<file path="src/rtl/sequence_generator_111000101011_errinj.sv">
// Serial frame generator: PATTERN ^ latched error mask, MSB first, then GAP_CYCLES idle bit-times.
// Latency: first bit one cycle after i_start is sampled in IDLE; o_done pulses one cycle after the frame ends.
// Backpressure: none; i_start is ignored while busy, and i_repeat chains frames with no idle cycle.
module sequence_generator_111000101011_errinj #(
    parameter int               WIDTH      = 12,
    parameter logic [WIDTH-1:0] PATTERN    = 12'b111000101011,
    parameter int               GAP_CYCLES = 2
) (
    input  logic             i_clk,
    input  logic             i_resetn,
    input  logic             i_start,
    input  logic [WIDTH-1:0] i_err_mask,
    input  logic             i_repeat,
    output logic             o_data,
    output logic             o_valid,
    output logic             o_busy,
    output logic             o_done,
    output logic [3:0]       o_err_cnt,
    output logic [7:0]       o_frame_cnt
);

    typedef enum logic [1:0] {
        IDLE = 2'd0,
        SEND = 2'd1,
        GAP  = 2'd2,
        DONE = 2'd3
    } state_e;

    localparam int               CNT_W    = (WIDTH > 1) ? $clog2(WIDTH) : 1;
    localparam logic [CNT_W-1:0] BIT_LAST = CNT_W'(WIDTH - 1);
    localparam bit               HAS_GAP  = (GAP_CYCLES > 0);
    localparam logic [3:0]       GAP_LAST = 4'((GAP_CYCLES > 0) ? GAP_CYCLES - 1 : 0);

    state_e           state_q, state_d;
    logic [WIDTH-1:0] frame_q, frame_d;
    logic [CNT_W-1:0] bit_cnt_q, bit_cnt_d;
    logic [3:0]       gap_cnt_q, gap_cnt_d;
    logic [3:0]       err_cnt_q, err_cnt_d;
    logic [7:0]       frame_cnt_q, frame_cnt_d;

    logic last_bit;
    logic last_gap;
    logic end_of_frame;
    logic load;

    function automatic logic [3:0] popcount(input logic [WIDTH-1:0] v);
        logic [3:0] c;
        c = '0;
        for (int i = 0; i < WIDTH; i++) begin
            c = c + {3'b000, v[i]};
        end
        return c;
    endfunction

    // State register
    always_ff @(posedge i_clk or negedge i_resetn) begin
        if (!i_resetn) begin
            state_q <= IDLE;
        end else begin
            state_q <= state_d;
        end
    end

    // Frame boundary decode shared by the FSM and the datapath
    always_comb begin
        last_bit     = (state_q == SEND) && (bit_cnt_q == BIT_LAST);
        last_gap     = (state_q == GAP) && (gap_cnt_q == GAP_LAST);
        end_of_frame = HAS_GAP ? last_gap : last_bit;
        load         = ((state_q == IDLE) && i_start) || (end_of_frame && i_repeat);
    end

    // Next-state logic
    always_comb begin
        state_d = state_q;
        case (state_q)
            IDLE: begin
                if (i_start) begin
                    state_d = SEND;
                end
            end
            SEND: begin
                if (last_bit) begin
                    if (HAS_GAP) begin
                        state_d = GAP;
                    end else begin
                        state_d = i_repeat ? SEND : DONE;
                    end
                end
            end
            GAP: begin
                if (last_gap) begin
                    state_d = i_repeat ? SEND : DONE;
                end
            end
            DONE:    state_d = IDLE;
            default: state_d = IDLE;
        endcase
    end

    // Datapath next values: the frame shifts left so the MSB is always the bit on the wire
    always_comb begin
        frame_d     = frame_q;
        bit_cnt_d   = bit_cnt_q;
        gap_cnt_d   = '0;
        err_cnt_d   = err_cnt_q;
        frame_cnt_d = frame_cnt_q;

        if (load) begin
            frame_d   = PATTERN ^ i_err_mask;
            err_cnt_d = popcount(i_err_mask);
            bit_cnt_d = '0;
        end else if (state_q == SEND) begin
            frame_d   = frame_q << 1;
            bit_cnt_d = last_bit ? '0 : bit_cnt_q + 1'b1;
        end

        if ((state_q == GAP) && !last_gap) begin
            gap_cnt_d = gap_cnt_q + 4'd1;
        end

        if (end_of_frame && (frame_cnt_q != 8'hFF)) begin
            frame_cnt_d = frame_cnt_q + 8'd1;
        end
    end

    always_ff @(posedge i_clk or negedge i_resetn) begin
        if (!i_resetn) begin
            frame_q     <= '0;
            bit_cnt_q   <= '0;
            gap_cnt_q   <= '0;
            err_cnt_q   <= '0;
            frame_cnt_q <= '0;
        end else begin
            frame_q     <= frame_d;
            bit_cnt_q   <= bit_cnt_d;
            gap_cnt_q   <= gap_cnt_d;
            err_cnt_q   <= err_cnt_d;
            frame_cnt_q <= frame_cnt_d;
        end
    end

    // Outputs decode from registered state, so reset clears them without waiting for a clock
    always_comb begin
        o_valid     = (state_q == SEND);
        o_data      = (state_q == SEND) && frame_q[WIDTH-1];
        o_busy      = (state_q == SEND) || (state_q == GAP);
        o_done      = (state_q == DONE);
        o_err_cnt   = err_cnt_q;
        o_frame_cnt = frame_cnt_q;
    end

endmodule

</file>
<file path="config.mk">
export PLATFORM = sky130hd
export DESIGN_NAME = sequence_generator_111000101011_errinj
export DESIGN_NICKNAME = d
export VERILOG_FILES = /design/src/rtl/sequence_generator_111000101011_errinj.sv
export SDC_FILE = /design/constraint.sdc
export NUM_CORES = 1
export LEC_CHECK = 0
export CELL_PAD_IN_SITES_DETAIL_PLACEMENT = 0
export CELL_PAD_IN_SITES_GLOBAL_PLACEMENT = 1
export CORE_MARGIN = 3
export CORE_UTILIZATION = 41
export DETAILED_ROUTE_END_ITERATION = 10
export PLACE_DENSITY = 0.78
export SETUP_SLACK_MARGIN = 0.4
export SKIP_CTS_REPAIR_TIMING = 1
export SLEW_MARGIN = 5
export SYNTH_ARGS = -nofsm -noshare
export SYNTH_HDL_FRONTEND = slang
export SYNTH_SLANG_ARGS = --single-unit
export TNS_END_PERCENT = 5
</file>
<file path="constraint.sdc">
create_clock -name i_clk -period 2.25 [get_ports i_clk]
set_clock_uncertainty 0.1 [all_clocks]
set_input_delay 0.45 -clock i_clk [delete_from_list [all_inputs] [get_ports i_clk]]
set_output_delay 0.45 -clock i_clk [all_outputs]
set_load 0.005 [all_outputs]
</file>
### Yosys cells after proc, flatten, opt, wreduce, memory -nomap -nowiden

Cells that the tools add are included.

| cells by class | value |
|---|---|
| eq/ne operators | 9 |
| $add $sub $neg | 14 |
| reductions and logical operators | 13 |
| mux-type cells | 11 |
| bitwise operators | 1 |

Operators by type and width:

| cell | number |
|---|---|
| $add 4x1->4 | 8 |
| $mux 12 | 2 |
| $mux 4 | 4 |
| $add 4x1->4 const B | 2 |
| $add 8x1->8 const B | 1 |
| $mux 2 | 4 |
| $ne 8x8->1 const B | 1 |
| $pmux 2 s4 | 1 |
| $logic_and 1x1->1 | 7 |
| $not 7->7 | 1 |
| $add 3x1->4 | 1 |
| $eq 2x2->1 const B | 2 |
| $eq 4x1->1 const B | 1 |
| $eq 4x4->1 const B | 1 |
| $ne 2x2->1 const B | 2 |
| $add 2x1->3 | 1 |
| $reduce_and 3->1 | 1 |
| $add 1x1->2 | 1 |
| $eq 2x1->1 const B | 1 |
| $logic_not 2->1 | 1 |
| $logic_or 1x1->1 | 2 |
| $ne 2x1->1 const B | 1 |
| $reduce_bool 2->1 | 1 |
| $logic_not 1->1 | 1 |

| storage, ports and cells | value |
|---|---|
| bits of input ports | 16 |
| output and inout bits | 16 |
| flip-flop bits (word level) | 34 |
| logic and storage cells | 54 |

### Logic depth before layout (Yosys ltp)

| logic depth | value |
|---|---|
| depth after elaboration | 11 |
| depth in mapped cells | 11 |
| depth with buffers taken out | 11 |

### Least setup slack after synthesis

No wires, ideal clock.

| path | value |
|---|---|
| path kind | input -> register |
| start | input port i_err_mask[0] |
| end | register err_cnt_q[2] (netlist: o_err_cnt[2]) |
| required time | 2.073 ns |
| arrival time | 3.292 ns |
| path buffers | 0 |
| stages on the path | 11 |
| library setup time | 0.077 ns |
| slack | -1.220 ns |
| cell sequence | inv_1 > fa_1 > fa_1 > fa_1 > fa_1 > inv_1 > ha_1 > inv_1 > fa_1 > xor2_1 > a21oi_1 |

| on the way | value |
|---|---|
| word-level cells in the longest chain between the ends | 11 |

RTL lines:

| element | RTL line | source |
|---|---|---|
| from (decl) | 12 | `input logic [WIDTH-1:0] i_err_mask,` |
| $add 1x1->2 | 50 | `c = c + {3'b000, v[i]};` |
| $add 2x1->3 | 50 |  |
| $add 3x1->4 | 50 |  |
| $add 4x1->4 (8 in series) | 50 |  |
| to (signal assigned) | 137 | `err_cnt_q <= err_cnt_d;` |
| to (decl) | 38 | `logic [3:0] err_cnt_q, err_cnt_d;` |

Every way passes these cells.
A chain may end at the register's enable or synchronous reset.

### Final worst setup path

| path | value |
|---|---|
| start | input port i_err_mask[9] |
| end | register err_cnt_q[1] (netlist: o_err_cnt[1]) |

| on the way | value |
|---|---|
| word-level cells in the longest chain between the ends | 3 |

RTL lines:

| element | RTL line |
|---|---|
| $add 4x1->4 (3 in series) | 50 |

Every way passes these cells.

==> flow_metrics.tcl <==
set metrics [dict create \
    timing.critical_path.max_delay_family "adder cells" \
    flow.area_growth_from_synthesis_pct 32.92 \
    worst_path_fanout_max 2 \
    grt_antenna_before_repair 0 \
    cp_slowest_cell "sky130_fd_sc_hd__fa_2" \
    cts_inserted_buffers 5 \
    crit_path_start_kind "input pin" \
    total_power_mw 3.019 \
    layout-drive-gt1-share_pct 24.79 \
    criticalPathCategory "in -> reg" \
    num_vias 1480 \
    drt.antenna.violating_nets 0 \
    synth_top_area_share_pct 43.90 \
    path_cells "buf_8 > fa_1 > inv_1 > fa_1 > fa_1 > fa_2 > inv_2 > ha_4 > inv_2 > fa_2 > a21oi_2" \
    fmax_ghz 0.2977 \
    outcome "complete, but fails checks" \
    setup.worst_path.end_class "register" \
    layout_worst_path_cycle_share_pct 149.3 \
    tightest_slew_ps 564.7 \
    synth.top_cells.by_area "sky130_fd_sc_hd__dfrtp_1 44%, sky130_fd_sc_hd__ha_1 8.4%, sky130_fd_sc_hd__fa_1 7.2%, sky130_fd_sc_hd__inv_1 4.6%, sky130_fd_sc_hd__a21oi_1 4.1%" \
    global_route.usage.met1_pct 20.53 \
    die_area_um2 5588 \
    gp_routability_congestion 0.8528 \
    synth.most_common_cell "sky130_fd_sc_hd__dfrtp_1" \
    cp.depth 11 \
    floorplan.core_area_um2 4444 \
    dpl.cell_count 280 \
    worst-r2r-cell-count 6 \
    clk_path_buf_depth 2 \
    power.sequential.fraction_pct 34.5 \
    async_reset_ff_share_pct 100.0 \
    synth.net_count 225 \
    power.combinational.fraction_pct 50.8 \
    path_buf_inv 4 \
    synth.avg_cell_area_um2 10.25 \
    fin_crit_ps 3359 \
    cts_root_buf "sky130_fd_sc_hd__clkbuf_8" \
    worst_ep_arrival_ps 3470 \
    detail_route.first_pass.iterations 5 \
    p_sw_mw 1.122 \
    synth_enable_flop_cells 0 \
    clk_pin_slew_ps 70 \
    cts_tree "done" \
    flops_latches_synth 34 \
    cpMostUsedCell "sky130_fd_sc_hd__fa_1" \
    clock_sinks 34 \
    hpwl_mm 3.044 \
    design.final.nets 271 \
    drt-total-wl_mm 4.060 \
    layoutNonFillerInstCount 286 \
    syn-instance-count 189 \
    grt_pass1_vias 1496 \
    design.portCount 32 \
    grt_overflow 0 \
    detail_route.wl_per_cell_um 14.20 \
    max_cap_violations 0 \
    pin_count_of_the_biggest_net_entering_global_routing 35 \
    post_synth_most_frequent_cells "34 x sky130_fd_sc_hd__dfrtp_1, 24 x sky130_fd_sc_hd__inv_1, 16 x sky130_fd_sc_hd__a21oi_1, 14 x sky130_fd_sc_hd__nand2_1, 13 x sky130_fd_sc_hd__ha_1" \
    start_util_pct 43.61 \
    yosysTopAreaCell "sky130_fd_sc_hd__dfrtp_1" \
    grt_first_pass_wirelength_mm 6.775 \
    power.internal_mw 1.897 \
    number_of_drc_violations_after_detailed_routing 0 \
    gr-usage-met2_pct 26.05 \
    fin_util_pct 57.97 \
    die-height_um 74.76 \
    violations "negative setup slack" \
    report.final.setup_viol 4 \
    ir_drop_mv 0.5856 \
    track_usage_pct 16.19 \
    via_per_instance_ratio 5.175 \
    largest_stage_delay_worst_path_ps 600 \
    rsz0062_at_grt "yes" \
    top_usage_layer "met2" \
    clock_tree.htree_level_count 2 \
    p_sw_share_pct 37.18 \
    port_buffers 31 \
    fp-row-count 24 \
    hold_path.class "in -> reg" \
    post-route-worst-setup-slack_ps -1109 \
    number_of_antenna_cells_inserted 0 \
    syn-cell-area_um2 1938 \
    timing_hold_violations_final 0 \
    die_width_um 74.76 \
    insertion_delay_of_the_later_clocked_pin_in_the_worst_skew_pair_ps 280 \
    synth-seq-area-share_pct 43.90 \
    timing.critical_path.required_ps 2360 \
    timing_max_transition_violations_final 0 \
    met3_usage_pct 5.741 \
    power_frac_clock_pct 14.7 \
    post_synth_num_cell_types 31 \
    finalSetupTns_ps -3890 \
    dominantRegCellSynth "sky130_fd_sc_hd__dfrtp_1" \
    drt_first_iter_violations 72 \
    hold_path_depth 2 \
    static-leakage-power_nw 1.192 \
    p_per_area_nw_per_um2 1172 \
    yosys_warnings 0 \
    max_slew_margin_pct 62.35 \
]
==> metrics by stage <==
step           hold slack, ps  area, um^2  setup slack, ps
3_5_place_dp            384.3        2389            -1827
6_report                257.4        2576            -1109
2_1_floorplan           54.41        1941            -1215
5_1_grt                 254.7        2576            -1140
4_1_cts                 393.0        2471            -1547
3_3_place_gp            372.5        2389            -1779
==> cells by family after synthesis <==
family                     after synthesis  share of synthesized area (%)
and+or+nand+nor                         48                          12.65
AOI/OAI and AO/OA                       39                          12.27
DFF                                     34                          43.90
buffers and inverters                   29                          5.940
adders and majority gates               20                          15.62
muxes                                   12                          6.456
xor gates and xnor gates                 7                          3.163
==> cell usage in the layout (no fill, tap or decap), drive strengths merged, types with 8 or more instances in the layout <==
| master | Yosys | routed |
|---|---|---|
| a21oi | 16 | 16 |
| buf | 3 | 16 |
| clkbuf | 2 | 8 |
| clkdlybuf4s50 | 0 | 24 |
| dfrtp | 34 | 34 |
| ha | 13 | 13 |
| inv | 24 | 24 |
| mux2i | 8 | 8 |
| nand2 | 14 | 14 |
| nor2 | 11 | 11 |
| o21ai | 10 | 10 |
==> path summary, 6_finish.rpt <==
kind	from	end	slack, ps
worst max-delay path	i_err_mask[9]	o_err_cnt[1]	-1110
worst max register to register	gap_cnt_q[1]	state_q[1]	250
max in group asynchronous	i_resetn	o_frame_cnt[3]	1240
worst min-delay path	i_err_mask[1]	frame_q[1]	260
worst min register to register	gap_cnt_q[0]	gap_cnt_q[0]	390
min in group asynchronous	i_resetn	frame_q[11]	470
==> power by group through the flow <==
stage	Sequential, mW	Clock [mW]	Combinational (mW)
floorplan	1.00	0	0.856
global placement	1.02	0	1.30
detailed placement	1.04	0	1.36
CTS	1.03	0.453	1.37
global route	1.08	0.486	1.73
finish	1.04	0.444	1.53
==> metal layers <==
metal	vias to the layer above	wire length, um
li1	722	-
met1	718	1800
met2	33	2027
met3	7	164
met4	0	68
met5	-	0
==> state kept, by name (all words and copies together), names as in the netlist <==
name and cells:
state_q 2, gap_cnt_q 4, o_frame_cnt 8, frame_q 12, bit_cnt_q 4, o_err_cnt 4
==> cell type report <==
class,count,area (um^2)
multi-input combinational,126,1057
fill,374,1868
sequential,34,855.8
timing repair buffer,44,425.4
inverter,24,90.09
tap,52,65.06
clock buffer,6,82.58
(Power assumes the default switching activity.)
